## config.mk

```make
export PLATFORM = sky130hd
export DESIGN_NAME = shared_adder_arbiter_flat
export DESIGN_NICKNAME = d
export VERILOG_FILES = /design/src/rtl/shared_adder_arbiter_pkg.sv /design/src/rtl/shared_adder_arbiter_if.sv /design/src/rtl/shared_adder_arbiter_adder.sv /design/src/rtl/shared_adder_arbiter.sv /design/src/flat_wrapper.sv
export SDC_FILE = /design/constraint.sdc
export NUM_CORES = 1
export LEC_CHECK = 0
export CORE_UTILIZATION = 36
export DETAILED_ROUTE_END_ITERATION = 8
export GPL_TIMING_DRIVEN = 0
export MAX_ROUTING_LAYER = met4
export PLACE_DENSITY = 0.78
export SYNTH_ARGS = -nofsm -noshare
export SYNTH_HDL_FRONTEND = slang
export SYNTH_SLANG_ARGS = --single-unit
```

## constraint.sdc

```tcl
create_clock -name clk -period 4.5 [get_ports clk]
set_input_delay 1.125 -clock clk [delete_from_list [all_inputs] [get_ports clk]]
set_output_delay 1.125 -clock clk [all_outputs]
set_load 0.005 [all_outputs]
```

## src/rtl/shared_adder_arbiter_pkg.sv

```systemverilog
// ---------------------------------------------------------------------------
// shared_adder_arbiter_pkg
//   Shared constants and helpers for the shared-adder arbiter slice.
//   DATA_W : operand width (signed)
//   SUM_W  : full-precision sum width (one growth bit, never saturates)
//   rr_pick(valid, ptr, nreq) : round-robin search starting at ptr; returns
//            the first valid index at or after ptr (mod nreq) plus an any flag.
// ---------------------------------------------------------------------------
package shared_adder_arbiter_pkg;

  localparam int DATA_W   = 16;
  localparam int SUM_W    = DATA_W + 1;
  localparam int MAX_NREQ = 16;

  typedef struct packed {
    logic       any;
    logic [3:0] idx;
  } rr_pick_t;

  // Vectors are sized for the largest legal requester count; callers
  // zero-extend their narrower valid vector and pointer.
  function automatic rr_pick_t rr_pick(input logic [MAX_NREQ-1:0] valid,
                                       input logic [3:0]          ptr,
                                       input int                  nreq);
    rr_pick_t r;
    int       j;
    r = '0;
    for (int k = 0; k < MAX_NREQ; k++) begin
      if (k < nreq && !r.any) begin
        // ptr < nreq and k < nreq, so one conditional subtract is the modulo.
        j = int'(ptr) + k;
        if (j >= nreq) j = j - nreq;
        if (valid[4'(j)]) begin
          r.any = 1'b1;
          r.idx = 4'(j);
        end
      end
    end
    return r;
  endfunction

endpackage

```

## src/rtl/shared_adder_arbiter_if.sv

```systemverilog
// ---------------------------------------------------------------------------
// shared_adder_arbiter_if
//   Request and response bundle of the shared adder arbiter.
//   req_valid/req_ready : per-requester handshake (ready is one-hot or zero)
//   req_a/req_b         : signed operands, requester i in bits [16i+15:16i]
//   resp_valid/ready    : registered response handshake with backpressure
//   resp_sum            : 17-bit signed sum, resp_id : producing requester
//   Modports: master = requesters + downstream, slave = the arbiter.
// ---------------------------------------------------------------------------
interface shared_adder_arbiter_if #(
  parameter int NREQ = 4,
  parameter int IDW  = 2
);
  import shared_adder_arbiter_pkg::*;

  logic [NREQ-1:0]        req_valid;
  logic [NREQ*DATA_W-1:0] req_a;
  logic [NREQ*DATA_W-1:0] req_b;
  logic [NREQ-1:0]        req_ready;
  logic                   resp_valid;
  logic                   resp_ready;
  logic [SUM_W-1:0]       resp_sum;
  logic [IDW-1:0]         resp_id;

  modport master (
    output req_valid, req_a, req_b, resp_ready,
    input  req_ready, resp_valid, resp_sum, resp_id
  );

  modport slave (
    input  req_valid, req_a, req_b, resp_ready,
    output req_ready, resp_valid, resp_sum, resp_id
  );

endinterface

```

## src/rtl/shared_adder_arbiter_adder.sv

```systemverilog
// ---------------------------------------------------------------------------
// adder
//   Purely combinational signed adder shared by all requesters.
//   a, b : signed DATA_W operands
//   sum  : sign-extended SUM_W result, full precision (cannot overflow)
// ---------------------------------------------------------------------------
module adder
  import shared_adder_arbiter_pkg::*;
(
  input  logic [DATA_W-1:0] a,
  input  logic [DATA_W-1:0] b,
  output logic [SUM_W-1:0]  sum
);

  assign sum = {a[DATA_W-1], a} + {b[DATA_W-1], b};

endmodule

```

## src/rtl/shared_adder_arbiter.sv

```systemverilog
// ---------------------------------------------------------------------------
// shared_adder_arbiter
//   Round-robin arbiter sharing one signed adder among NREQ requesters,
//   followed by a single registered response stage (1-cycle latency,
//   full throughput, backpressure via resp_ready).
//   clk   : rising-edge clock
//   rst_n : synchronous active-low reset
//   bus   : slave modport of shared_adder_arbiter_if (requests + response)
// ---------------------------------------------------------------------------
module shared_adder_arbiter
  import shared_adder_arbiter_pkg::*;
#(
  parameter int NREQ = 4,
  parameter int IDW  = 2
) (
  input  logic                         clk,
  input  logic                         rst_n,
  shared_adder_arbiter_if.slave        bus
);

  logic [IDW-1:0]    ptr;
  logic [IDW-1:0]    winner;
  logic [IDW-1:0]    next_ptr;
  logic [DATA_W-1:0] win_a;
  logic [DATA_W-1:0] win_b;
  logic [SUM_W-1:0]  sum;
  logic [NREQ-1:0]   ready;
  logic              can_load;
  logic              accept;
  rr_pick_t          pick;

  logic              resp_valid_q;
  logic [SUM_W-1:0]  resp_sum_q;
  logic [IDW-1:0]    resp_id_q;

  // The response register may take a new result when it is empty or its
  // current content leaves on this edge.
  assign can_load = ~resp_valid_q | bus.resp_ready;

  always_comb begin
    // NOTE: every signal assigned here gets a default first so that no
    // path through the loop leaves it unassigned and infers a latch.
    winner   = '0;
    next_ptr = '0;
    win_a    = '0;
    win_b    = '0;
    pick     = rr_pick(MAX_NREQ'(bus.req_valid), 4'(ptr), NREQ);
    // Decode the pick into the local index width and select the operands.
    for (int i = 0; i < NREQ; i++) begin
      if (pick.idx == 4'(i)) begin
        winner   = IDW'(i);
        next_ptr = (i == NREQ - 1) ? '0 : IDW'(i + 1);
        win_a    = bus.req_a[i*DATA_W +: DATA_W];
        win_b    = bus.req_b[i*DATA_W +: DATA_W];
      end
    end
  end

  always_comb begin
    ready = '0;
    if (rst_n && can_load && pick.any) ready[winner] = 1'b1;
  end

  assign accept = pick.any & can_load & rst_n;

  adder u_adder (
    .a   (win_a),
    .b   (win_b),
    .sum (sum)
  );

  // NOTE: sequential state uses non-blocking assignments so every register
  // samples pre-edge values regardless of process ordering.
  always_ff @(posedge clk) begin
    if (!rst_n) begin
      // NOTE: the datapath registers are reset as well because the reset
      // values of resp_sum/resp_id are observable on the port.
      ptr          <= '0;
      resp_valid_q <= 1'b0;
      resp_sum_q   <= '0;
      resp_id_q    <= '0;
    end else if (accept) begin
      // A simultaneous transfer is covered here: the new result simply
      // overwrites the leaving one and resp_valid stays high.
      resp_valid_q <= 1'b1;
      resp_sum_q   <= sum;
      resp_id_q    <= winner;
      ptr          <= next_ptr;
    end else if (resp_valid_q && bus.resp_ready) begin
      // Drained with nothing to replace it; sum/id keep stale values.
      resp_valid_q <= 1'b0;
    end
  end

  assign bus.req_ready  = ready;
  assign bus.resp_valid = resp_valid_q;
  assign bus.resp_sum   = resp_sum_q;
  assign bus.resp_id    = resp_id_q;

endmodule

```

## src/flat_wrapper.sv

```systemverilog
// flat-port wrapper written by rule: the top's interface ports become plain ports
module shared_adder_arbiter_flat import shared_adder_arbiter_pkg::*;
#(
  parameter int NREQ = 4,
  parameter int IDW  = 2
)
  (clk, rst_n, bus_req_valid, bus_req_a, bus_req_b, bus_resp_ready, bus_req_ready, bus_resp_valid, bus_resp_sum, bus_resp_id);
  shared_adder_arbiter_if #(.NREQ(NREQ), .IDW(IDW)) bus_i ();
  input  logic clk;
  input  logic rst_n;
  input wire logic [$bits(bus_i.req_valid)-1:0] bus_req_valid;
  input wire logic [$bits(bus_i.req_a)-1:0] bus_req_a;
  input wire logic [$bits(bus_i.req_b)-1:0] bus_req_b;
  input wire logic [$bits(bus_i.resp_ready)-1:0] bus_resp_ready;
  output wire logic [$bits(bus_i.req_ready)-1:0] bus_req_ready;
  output wire logic [$bits(bus_i.resp_valid)-1:0] bus_resp_valid;
  output wire logic [$bits(bus_i.resp_sum)-1:0] bus_resp_sum;
  output wire logic [$bits(bus_i.resp_id)-1:0] bus_resp_id;
  assign bus_i.req_valid = bus_req_valid;
  assign bus_i.req_a = bus_req_a;
  assign bus_i.req_b = bus_req_b;
  assign bus_i.resp_ready = bus_resp_ready;
  assign bus_req_ready = bus_i.req_ready;
  assign bus_resp_valid = bus_i.resp_valid;
  assign bus_resp_sum = bus_i.resp_sum;
  assign bus_resp_id = bus_i.resp_id;
  shared_adder_arbiter #(.NREQ(NREQ), .IDW(IDW)) u_core (.clk(clk), .rst_n(rst_n), .bus(bus_i));
endmodule
```

Yosys cells after proc, flatten, opt, wreduce, memory -nomap -nowiden
Cells that the tools add are included.
{"block": "totals", "ff_bits": 22, "inputBits": 135, "output_inout_bits": 24, "elab_cells": 81}
{"block": "op_classes", "n_addsub": 8, "n_lt_le_gt_ge": 10, "n_eq_ne": 3, "muxes": 46, "bitwise_logic": 4, "reduce_logical": 6}
{"operator": "16-bit 2-to-1 mux", "n": 8}
{"operator": "32-bit by 4-bit greater-or-equal comparator with 1-bit output (second input constant)", "n": 3}
{"operator": "5-bit 2-to-1 mux", "n": 7}
{"operator": "4-bit 2-to-1 mux", "n": 8}
{"operator": "4-bit by 6-bit less-than comparator with 1-bit output (second input constant)", "n": 4}
{"operator": "16-bit by 16-bit adder with 17-bit output", "n": 1}
{"operator": "1-bit binary-select mux with 4-bit select", "n": 4}
{"operator": "1-bit 2-to-1 mux", "n": 13}
{"operator": "4-bit subtractor (second input constant)", "n": 3}
{"operator": "2-bit 2-to-1 mux", "n": 5}
{"operator": "4-bit by 2-bit equality test with 1-bit output (second input constant)", "n": 2}
{"operator": "2-bit by 2-bit adder with 3-bit output (second input constant)", "n": 2}
{"operator": "4-bit by 1-bit equality test with 1-bit output (second input constant)", "n": 1}
{"operator": "1-bit logical AND", "n": 4}
{"operator": "4-bit logical NOT", "n": 1}
{"operator": "2-bit by 3-bit subtractor with 4-bit output (second input constant)", "n": 1}
{"operator": "2-bit by 1-bit adder with 3-bit output (second input constant)", "n": 1}
{"operator": "2-bit by 3-bit greater-or-equal comparator with 1-bit output (second input constant)", "n": 1}
{"operator": "2-bit by 3-bit less-than comparator with 1-bit output (second input constant)", "n": 1}
{"operator": "1-bit bitwise AND", "n": 2}
{"operator": "1-bit demux with 2-bit select", "n": 1}
{"operator": "2-bit by 1-bit greater-or-equal comparator with 1-bit output (second input constant)", "n": 1}
{"operator": "2-bit nonzero test", "n": 1}
{"operator": "1-bit NOT", "n": 1}
{"operator": "1-bit bitwise OR", "n": 1}

Longest topological paths before layout
{"block": "logic_depth", "depth_word": 33, "depth_mapped": 18, "depth_no_buf": 16}

Cells and area by module
Synthesis repeated with hierarchy kept, for this count alone.
{"block": "hier_totals", "cells_unflattened": 396, "hier_area_um2": 3329.4}
{"module": "shared_adder_arbiter", "n_inst": 1, "cells_per_inst": 283, "area_each_um2": 2444.8, "seq_area_each_um2": 440.4}
{"module": "adder", "n_inst": 1, "cells_per_inst": 113, "area_each_um2": 884.6, "seq_area_each_um2": 0.0}

Worst setup path before layout
OpenSTA, ideal clock, no wires.
{"block": "synth_timing", "path_type": "input-to-reg", "start": "in bus_req_valid[2]", "end": "reg u_core.resp_sum_q[14] (netlist: u_core.bus.resp_sum[14])", "setup_ps": 122, "t_arrival_ps": 4487, "path_slack_ps": -109, "path_stages": 14, "path_cell_list": "mux2_2 a221oi_1 o22ai_2 a21oi_4 buf_4 mux2i_1 o22ai_1 ha_1 fa_1 a211oi_1 o211ai_1 a41oi_1 o22ai_1 a311o_1"}
{"block": "synth_via", "elab_chain_len": 16}
{"element": "from (decl)", "line": "flat_wrapper.sv:11", "source": "input wire logic [$bits(bus_i.req_valid)-1:0] bus_req_valid;"}
{"element": "1-bit binary-select mux with 4-bit select", "line": "shared_adder_arbiter_pkg.sv:33", "source": "if (valid[4'(j)]) begin"}
{"element": "1-bit 2-to-1 mux (not written as such) (2 in a row)", "line": "shared_adder_arbiter_pkg.sv:33"}
{"element": "5-bit 2-to-1 mux (2 in a row)", "line": "shared_adder_arbiter_pkg.sv:33"}
{"element": "5-bit 2-to-1 mux", "line": "shared_adder_arbiter_pkg.sv:29", "source": "if (k < nreq && !r.any) begin"}
{"element": "5-bit 2-to-1 mux", "line": "shared_adder_arbiter_pkg.sv:33"}
{"element": "5-bit 2-to-1 mux", "line": "shared_adder_arbiter_pkg.sv:29"}
{"element": "5-bit 2-to-1 mux", "line": "shared_adder_arbiter_pkg.sv:33"}
{"element": "5-bit 2-to-1 mux (*)", "line": "shared_adder_arbiter_pkg.sv:29"}
{"element": "4-bit logical NOT", "line": "shared_adder_arbiter.sv:50", "source": "if (pick.idx == 4'(i)) begin"}
{"element": "16-bit 2-to-1 mux (4 in a row)", "line": "shared_adder_arbiter.sv:50"}
{"element": "16-bit by 16-bit adder with 17-bit output", "line": "shared_adder_arbiter_adder.sv:15", "source": "assign sum = {a[DATA_W-1], a} + {b[DATA_W-1], b};"}
{"element": "to (signal assigned)", "line": "shared_adder_arbiter.sv:86", "source": "resp_sum_q <= sum;"}
{"element": "to (decl)", "line": "shared_adder_arbiter.sv:33", "source": "logic [SUM_W-1:0] resp_sum_q;"}
Every way passes the cells marked *; elsewhere a longest branch is shown, timed or not. The select of a mux whose other input is x is not followed.
A chain may end at the register's enable or synchronous reset.

Worst setup path in the final report
{"block": "layout_timing", "start": "in bus_req_valid[1]", "end": "reg u_core.resp_sum_q[14] (netlist: u_core.bus.resp_sum[14])"}
Same word-level chain as after synthesis.

==> summary.txt <==
Detailed routing
  – Total number of vias: 3834
  – # DRC: 0
  – Vias per inst: 5.83
  – WL final: about 13000 um
  – Routed Antenna Nets: 0
  – DR iter-0 viols: approximately 220
  – Total iterations of the first detailed-routing run: 5
  – WL/cell: 19.8 um

STA
  – Worst slew pin tran: 0.517 ns
  – Max transition margin: 65.6%
  – Fin crit share: 103%
  – Clock Skew: between 0.006 and 0.007 ns
  – Setup violators final: 5
  – Pins Over Slew Limit: 0
  – Final hold vios: 0
  – Final min period: about 4.7 ns
  – RSZ-0062 raised after global routing: yes
  – Max Clk Rate: between 0.2 and 0.25 GHz
  – Hold_ws: roughly 0.47 ns
  – Smallest setup slack after layout: -0.152 ns

Synthesis
  – Synth Net Count: about 510
  – Simple-gate portion of the synthesized area: roughly 17%
  – Synthesized-area fraction occupied by adder cells: under 10%
  – Mean area per synthesized cell: roughly 8 um^2
  – Post-synthesis mux area share: a little under a quarter
  – Post-synth top area cell: mux2i_1
  – Mapped cell area: about 0.0029 mm^2
  – Yosys warns: 0
  – Netlist cell types: 56
  – Post-Syn Instances: around 360
  – Post-synthesis xor/xnor area fraction: a little over 3%
  – Largest family of logic cells by synthesized area: compound AO/OA/AOI/OAI gates
  – Asr flop ratio synth: 0%
  – Flops & latches, synth: 22
  – Post-synth EDFFs: 0
  – Main area contributors after synthesis: mux2i_1 (20%), dfxtp_1 (15%), ha_1 (9.1%), nand3_1 (4.8%), o22ai_1 (4.7%)
  – Synth Area in Compound Gates: 25.6%
  – Seq/Total Area, Yosys: 15.2%
  – Ys flop type: dfxtp_1
  – Area share of the largest cell type after synthesis: between 20% and 30%

Clocking
  – Total CTS buffers: 3
  – H-tree Lvls: 1
  – CTS tree: yes
  – CTS sink cnt: 22
  – Root Driver: clkbuf_8
  – Clk buf depth: 2
  – Clk Latency, worst-skew pair: between 0.2 and 0.3 ns
  – Hold Buf Count CTS: 0
  – Clock transition at path regs: roughly 0.08 ns

Status
  – Violated checks: negative setup slack
  – Outcome: complete, but fails checks

Critical path
  – Most used cell along the critical path: o22ai_2
  – Worst Path Required: 4.66 ns
  – Worst path bufs/invs: 3
  – Reg-to-reg slack, setup: -0.02 ns
  – Crit Path Max Fanout: 6
  – Crit-path slowest cell: mux4_2
  – Worst setup SP type: primary input
  – CP delay by family, top: compound AO/OA/AOI/OAI gates
  – Arrival time at the worst endpoint: approximately 4.8 ns
  – Critical Setup Path Class: primary input to register
  – Critical path cell sequence: buf_2, mux4_2, a31oi_2, a21oi_2, a221o_1, buf_4, clkbuf_8, o22ai_2, ha_4, fa_2, a211oi_2, o211ai_1, a41oi_2, o22ai_2, nor4_1, a311o_1
  – Slowest stage delay, CP: ~0.54 ns
  – CP Capture Type: register

Floorplanning
  – Die X: about 90 um
  – Std-Cell Rows: 32
  – I/O pins: roughly 160
  – Die area: roughly 0.0084 mm^2
  – Die height: between 90 and 100 um
  – Initial Util: 37.3%
  – CORE AREA: 0.00777 mm^2

Final layout
  – Final net count: between 700 and 800
  – Area delta synth->final: 86.0%
  – Number of fillers in the final layout: roughly 600
  – Ant diodes: 0
  – Layout cells sized above 1: around 22%
  – Cell area after layout: roughly 0.0054 mm^2

Placed design
  – Gp weighted congestion: ~0.9
  – DP HPWL: between 8000 and 9000 um
  – Post-DP Area: about 0.0046 mm^2
  – PortBufs: between 150 and 200

Global routing
  – GR Util All Layers: between 20% and 30%
  – Global-route wire length before repair: 18600 um
  – Initial antenna violation count: 0
  – GR Overflow Total: 0
  – Largest net degree at the start of global routing: 12
  – Vias in the first global route: about 3700

Pwr
  – Peak VDD IR: approximately 0.30 mV
  – Leak Pwr: roughly 2.2 nW
  – Power Dens Cells: between 500 and 600 mW/mm^2

Job
  – Max_cap viols: 0

Worst hold path
  – Tightest Hold Check Type: register to register
kinds of logic after synthesis:
family / count (synthesis)
buffers and inverters: 31
AOI/OAI and AO/OA: 105
and+or+nand+nor: 102
xor gates and xnor gates: 10
DFF: 22
adders and majority gates: 22
muxes: 65
report_power, final:
| part | internal [mW] | total (mW) | switching [mW] | leakage, nW |
|---|---|---|---|---|
| clock | 0.0598 | 0.123 | 0.0629 | 0.0216 |
| combinational | 1.24 | 2.47 | 1.23 | 2.04 |
| sequential | 0.269 | 0.311 | 0.0420 | 0.183 |
path summary, 6_finish.rpt:
path                                                          start                              endpoint  cells past startpoint
worst min register to register  u_core.bus.resp_sum[1]$_SDFFE_PN0P_   u_core.bus.resp_sum[1]$_SDFFE_PN0P_                      2
worst max-delay path                               bus_req_valid[1]  u_core.bus.resp_sum[14]$_SDFFE_PN0P_                     16
worst max register to register           u_core.ptr[0]$_SDFFE_PN0P_  u_core.bus.resp_sum[14]$_SDFFE_PN0P_                     19
worst min-delay path            u_core.bus.resp_sum[1]$_SDFFE_PN0P_   u_core.bus.resp_sum[1]$_SDFFE_PN0P_                      2
cell usage after synthesis (all sizes together) (8+ instances only):
master and number:
mux2i 59, nand2 35, nand3 28, o22ai 23, dfxtp 22, ha 21
a21oi 18, buf 16, o21ai 14, o221ai 11, inv 8, nor2 8
worst reg2reg max path, delay by kind of cell (launching register included):
kind	cells	cell delay (ns)
compound gates	8	1.83
fa+ha+maj	2	0.74
simple gates	2	0.18
flops	1	0.39
buf+inv	6	1.00
mux	1	0.29
flip-flops by register name, indices dropped and copies added (netlist names):
| register | flops |
|---|---|
| u_core.bus.resp_sum | 17 |
| u_core.bus.resp_id | 2 |
| u_core.ptr | 2 |
| u_core.bus.resp_valid | 1 |
area by class of cell:
type,instances,area (um^2),share of cell area (%)
Multi-Input combinational cell,304,2640,49.0
Timing Repair Buffer,197,1890,35.0
Sequential cell,22,444,8.24
Buffer,22,213,3.95
Tap cell,102,128,2.37
Clock buffer,3,41.3,0.766
Inverter,8,33.8,0.627
routing by layer:
metal  vias up  part of all wire (%)  GRT usage (%)
met5         -                     0              -
met1      1828                    38           32.0
met2       192                    52           53.0
met3        39                   6.7           3.90
li1       1775                     -              -
met4         0                   3.1           8.72
what timing repair did:
item / 4_1_cts / 5_1_grt
hold endpoints to repair: 0 / 0
endpoints found under the setup margin: 19 / 10
setup buffers: 25 / 14
gates resized for setup: 61 / 50
pin swaps: 16 / 22
cloned: 1 / 0
stage by stage:
step	utilization [%]	std cells	setup slack [ns]	power [mW]	TNS, ns
6_report	69.4	658	-0.152	2.91	-0.367
5_1_grt	69.4	658	-0.303	3.09	-1.25
4_1_cts	64.9	645	0.0103	2.55	0
3_5_place_dp	59.6	616	-1.33	2.19	-15.20
3_3_place_gp	59.6	616	-1.17	2.16	-12.14
2_1_floorplan	-	357	0.0301	1.59	0
cell usage in the layout, fill, tap and decap left out, types with 9 or more instances in the layout:
cell type        Yosys  final
a21oi_1             16      9
buf_4                3     35
buf_6                6     10
clkdlybuf4s50_1      0    152
dfxtp_1             22     21
ha_1                21     14
mux2i_1             59     53
nand2_1             34     31
nand3_1             28     28
o21ai_0             14     13
o221ai_1            11     10
o22ai_1             22     12
Power figures use the tool's default switching activity.
